===== src/rtl/result_queue.sv =====
`default_nettype none
// ============================================================================
// Module   : result_queue
// Purpose  : First-word-fall-through result FIFO behind the level-0 write
//            arbiter; tags each result with its search-unit index.
// Revision : 1.0  initial release
// ============================================================================
module result_queue #(
    parameter int unsigned DATA_W    = 64,
    parameter int unsigned DEPTH     = 16,
    parameter int unsigned AFULL_LVL = DEPTH - 2
) (
    input  logic                     clk,
    input  logic                     rst,
    input  logic                     enableQ,
    input  logic [4:0]               writeQen,
    input  logic [DATA_W-1:0]        dataIn,
    input  logic                     flush,
    output logic                     Qfull,
    output logic                     Qafull,
    output logic                     deqValid,
    input  logic                     deqReady,
    output logic [DATA_W-1:0]        deqData,
    output logic [3:0]               deqSrc,
    output logic [$clog2(DEPTH):0]   count,
    output logic                     overflow
);

    localparam int unsigned AW = $clog2(DEPTH);
    localparam int unsigned CW = AW + 1;
    localparam int unsigned EW = DATA_W + 4;

    localparam logic [CW-1:0] C_DEPTH = CW'(DEPTH);
    localparam logic [CW-1:0] C_AFULL = CW'(AFULL_LVL);

    logic [EW-1:0] mem_q [DEPTH];

    logic [AW-1:0] wr_ptr_q, wr_ptr_d;
    logic [AW-1:0] rd_ptr_q, rd_ptr_d;
    logic [CW-1:0] count_q, count_d;
    logic          overflow_q, overflow_d;

    logic          w_wr_req;
    logic          w_wr_acc;
    logic          w_pop;
    logic          w_full;
    logic          w_valid;

    // A write into a full queue is still taken when the head leaves in the
    // same cycle; the freed slot is exactly the one the write pointer targets.
    always_comb begin
        w_valid  = (count_q != '0);
        w_full   = (count_q == C_DEPTH);
        w_wr_req = enableQ & ~writeQen[4];
        w_pop    = w_valid & deqReady;
        w_wr_acc = w_wr_req & (~w_full | w_pop);
    end

    always_comb begin
        wr_ptr_d   = wr_ptr_q;
        rd_ptr_d   = rd_ptr_q;
        count_d    = count_q;
        overflow_d = overflow_q;
        if (flush) begin
            wr_ptr_d   = '0;
            rd_ptr_d   = '0;
            count_d    = '0;
            overflow_d = 1'b0;
        end else begin
            if (w_wr_acc) begin
                wr_ptr_d = wr_ptr_q + AW'(1);
            end
            if (w_pop) begin
                rd_ptr_d = rd_ptr_q + AW'(1);
            end
            case ({w_wr_acc, w_pop})
                2'b10:   count_d = count_q + CW'(1);
                2'b01:   count_d = count_q - CW'(1);
                default: count_d = count_q;
            endcase
            if (w_wr_req && w_full && !w_pop) begin
                overflow_d = 1'b1;
            end
        end
    end

    always_ff @(posedge clk) begin
        if (rst) begin
            wr_ptr_q   <= '0;
            rd_ptr_q   <= '0;
            count_q    <= '0;
            overflow_q <= 1'b0;
        end else begin
            wr_ptr_q   <= wr_ptr_d;
            rd_ptr_q   <= rd_ptr_d;
            count_q    <= count_d;
            overflow_q <= overflow_d;
        end
    end

    // Storage is deliberately not reset; occupancy alone defines validity.
    always_ff @(posedge clk) begin
        if (!rst && !flush && w_wr_acc) begin
            mem_q[wr_ptr_q] <= {writeQen[3:0], dataIn};
        end
    end

    always_comb begin
        deqValid = w_valid;
        Qfull    = w_full;
        Qafull   = (count_q >= C_AFULL);
        count    = count_q;
        overflow = overflow_q;
        deqSrc   = mem_q[rd_ptr_q][EW-1:DATA_W];
        deqData  = mem_q[rd_ptr_q][DATA_W-1:0];
    end

endmodule
`default_nettype wire


===== config.mk =====
export PLATFORM = sky130hd
export DESIGN_NAME = result_queue
export DESIGN_NICKNAME = d
export VERILOG_FILES = /design/src/rtl/result_queue.sv
export SDC_FILE = /design/constraint.sdc
export NUM_CORES = 1
export LEC_CHECK = 0
export CORE_UTILIZATION = 50
export CTS_BUF_LIST = sky130_fd_sc_hd__clkbuf_2 sky130_fd_sc_hd__clkbuf_4 sky130_fd_sc_hd__clkbuf_8
export CTS_CLUSTER_SIZE = 24
export DETAILED_ROUTE_END_ITERATION = 8
export DONT_BUFFER_PORTS = 1
export PLACE_DENSITY = 0.62
export SLEW_MARGIN = 10
export SYNTH_ARGS = -nofsm -noshare
export SYNTH_HDL_FRONTEND = slang
export SYNTH_SLANG_ARGS = --single-unit

===== constraint.sdc =====
create_clock -name clk -period 6.45 [get_ports clk]
set_clock_uncertainty 0.15 [all_clocks]
set_input_delay 0.645 -clock clk [delete_from_list [all_inputs] [get_ports clk]]
set_output_delay 0.645 -clock clk [all_outputs]
set_load 0.02 [all_outputs]

==> results.md <==
* Pre-CTS setup slack at between 2000 and 3000 ps
* Iter 0 DRT Violations at ~1.4k
* Clk buf depth at 3
* Slew margin rel. at a little under a quarter
* Synth Area per Inst at ~26 µm²
* Final Slew Violations at 0
* Period utilization at 68.38%
* Worst EP arrival at about 3600 ps
* Vias/cell at ~6.0
* Worst r2r src: count[1]$_SDFFE_PP0P_
* Total track usage at between 20% and 30%
* Hold Crit Class: in -> reg
* Clock root cell: clkbuf_8
* Drc violations at 0
* Post-synth top area share at 78.13%
* Internal power at approximately 11000 µW
* Max Cap Viol at 0
* Fmax at 0.2267 GHz
* Mapped Cells at about 1.6k
* CP max stage delay at 1040 ps
* Final #Nets at 1923
* Synth Warn # at 0
* Area Growth Syn to Fin at 13.46%
* WS Path Type: reg -> out
* Die area at approximately 85000 µm²
* Hold Violations, Final at 0
* Crit path cell chain: buf_12, mux4_2, mux4_2
* Non-Filler Cell Area, Final at ~47000 µm²
* Via count at ~18k
* Die Height at between 200 and 300 µm
* Initial antenna violation count at 8
* Fin Setup TNS at 0 ps
* Post-synth EDFFs at about 1.1k
* Sequential fraction of the synthesis area at between 70 and 80%
* DRT Pass-1 Iters at 5
* Total design power at 13970 µW
* Clock network fraction of total power at 40.6%
* Sequential share of power at 56.7%
* Crit path launch type: register
* Asr flop ratio synth at 0%
* Crit. End Element: output port
* WL met3 at about 5700 µm
* Die Wd at just under 300 µm
* PortBufs at 0
* Vias in the first global route at between 15k and 20k
* Wire length on met2 at 44670 µm
* Mapped Area at around 42000 µm²
* Reg clk slew, reported paths at roughly 50 ps
* Status: finished, final reports clean
* DRT antenna net count at 0
* Worst path slowest cell: dfxtp_4
* WL met1 at 37840 µm
* Initial Util at between 50% and 60%
* Placed inst area at 43330 µm²
* Largest net degree at the start of global routing at about 110
* Synth Register Bits at 1106
* CTS Buf Count at 179
* CP most frequent cell: mux4_2
* I/O pins at around 150
* Drt wl/cell at approximately 30 µm
* Adder-Cell Fraction of Synth Area at 0.2094%
* Gr ovfl total at 0
* Row count at around 110
* Clk Latency, worst-skew pair at around 800 ps
* Yosys top cell by area: edfxtp_1
* Layout cells sized above 1 at between 30% and 40%
* Clock sink count at approximately 1.1k
* Post-synthesis mux area share at a little under a fifth
* Final Worst Setup Slack at about 2000 ps
* Largest family of logic cells by synthesized area: multiplexers
* Power per Cell Area at approximately 300 nW/µm²
* First-pass GRT wire length at approximately 130000 µm
* Xor and xnor fraction of the mapped netlist area at less than 1%
* TritonCTS clock tree: built
* RSZ-0062 raised after global routing: false
* Switching pwr at 2895 µW
* Sw Share at between 20% and 30%
* HPWL after DPL at between 40000 and 50000 µm
* Worst Tran Pin Value at between 1000 and 1500 ps
* Hold Worst Slack at between 90 and 100 ps
* Minimum clock period after layout at roughly 4400 ps
* P_leak at between 0.01 and 0.015 µW
* Mapped Nets at around 1.7k
* Top sig layer: met5
* Logic pwr share at between 2 and 3%
* Main synth FF type: edfxtp_1
* # setup viols final at 0
* Worst Path Required at around 5700 ps
* Routability cong. at 0.7138
* Synth area leaders: edfxtp_1 78%, mux4_2 18%, dfxtp_1 0.86%, clkbuf_1 0.40%, buf_2 0.31%
* Final WL at ~90000 µm
* Post-Synth Simple-Gate Area at less than 1%
* Worst Hold Launch: deqReady
* Synth Area in Compound Gates at less than 1%
* H-Tree Depth at 4
* Worst VDD drop at ~0.17 mV
* Distinct cells, synth at 40
* Max Fanout on Critical Path at 112
* Core ar. at a little over 80000 µm²
area by class of cell:
class | instances | area (µm²)
inverters | 5 | 18.77
fillers | 5903 | 34920
multi-input cells | 443 | 8466
diodes | 5 | 12.51
clock buffers | 247 | 2999
well taps | 1070 | 1339
flip-flops and latches | 1106 | 33050
repair buffers | 107 | 1186
clock inverters | 73 | 380.4
cells by family after synthesis:
| family | after synthesis |
|---|---|
| mux | 345 |
| flops | 1106 |
| fa+ha+maj | 7 |
| xor+xnor | 6 |
| compound gates | 24 |
| simple gates | 61 |
| buf+inv | 87 |
metrics by stage:
stage          utilization (%)  instances
2_1_floorplan                -       1636
3_3_place_gp             52.60       2658
3_5_place_dp             52.60       2658
4_1_cts                  57.59       3051
5_1_grt                  57.60       3055
6_report                 57.60       3056
path summary, 6_finish.rpt:
path	endpoint	slack, ps	depth (start not counted)
hold / removal	register	90	3
setup / recovery	deqData[48]	2040	3
setup reg to reg	mem_q[11][48]$_DFFE_PP_	2760	4
hold reg to reg	register	380	2
state kept, by name (all words and copies together) (netlist names), named ones only:
signal and cells:
mem_q 1088, count 5, rd_ptr_q 4, wr_ptr_q 4, overflow 1
power by group through the flow:
stage / clock (µW) / combinational, µW / sequential [µW]
after global placement: 0 / 260 / 8070
after CTS: 5810 / 386 / 7920
final: 5670 / 380 / 7920
after global routing: 6120 / 411 / 7920
after detailed placement: 0 / 263 / 8070
after floorplan: 0 / 223 / 8060
Yosys cell counts (2+ instances only):
| library cell | instances |
|---|---|
| edfxtp_1 | 1088 |
| clkbuf_1 | 45 |
| o21ai_0 | 3 |
| xor2_1 | 3 |
| inv_1 | 4 |
| o21ai_1 | 2 |
| a211oi_1 | 4 |
| nor3b_1 | 2 |
| nor3_1 | 4 |
| or2_2 | 2 |
| nand2_1 | 8 |
| nor2b_1 | 2 |
| xnor2_1 | 3 |
| a21oi_1 | 2 |
| ha_1 | 7 |
| a311oi_1 | 2 |
| nor2_1 | 30 |
| dfxtp_1 | 18 |
| nand3_1 | 5 |
| mux2i_1 | 4 |
| a31oi_1 | 3 |
| or3_1 | 3 |
| mux4_2 | 340 |
| buf_2 | 26 |
| buf_6 | 11 |
per-layer routing:
layer / up-vias / GRT usage, %
li1: 7605 / -
met2: 590 / 34.74
met3: 133 / 5.223
met4: 6 / 6.091
met5: - / 0
met1: 10007 / 30.38
cell usage in the layout, fill, tap and decap left out, types with 3 or more instances in the layout:
master	n
a211oi_1	4
a31oi_1	3
buf_12	16
buf_4	18
clkbuf_4	64
clkbuf_8	183
clkinv_1	50
clkinv_2	11
clkinv_8	3
clkinvlp_4	4
dfxtp_1	14
dfxtp_4	4
diode_2	5
dlygate4sd3_1	73
edfxtp_1	1088
ha_1	7
inv_1	4
inv_8	3
mux2i_1	4
mux4_2	340
nand2_1	8
nand3_1	5
nor2_1	14
nor2_4	16
nor3_1	4
o21ai_0	3
or3_1	3
xnor2_1	3
xor2_1	3
critical path, delay by kind of cell (launching register included):
family | cells | cell delay, ps
buffers and inverters | 1 | 530
multiplexers | 2 | 1030
flip-flops | 1 | 1040
repair_timing:
item / 4_1_cts / 5_1_grt
buffers inserted: 0 / 0
gates resized for setup: 0 / 0
hold endpoints to repair: 1098 / 0
hold buffers: 73 / 0
No activity file was read; power rests on OpenSTA's default activity.
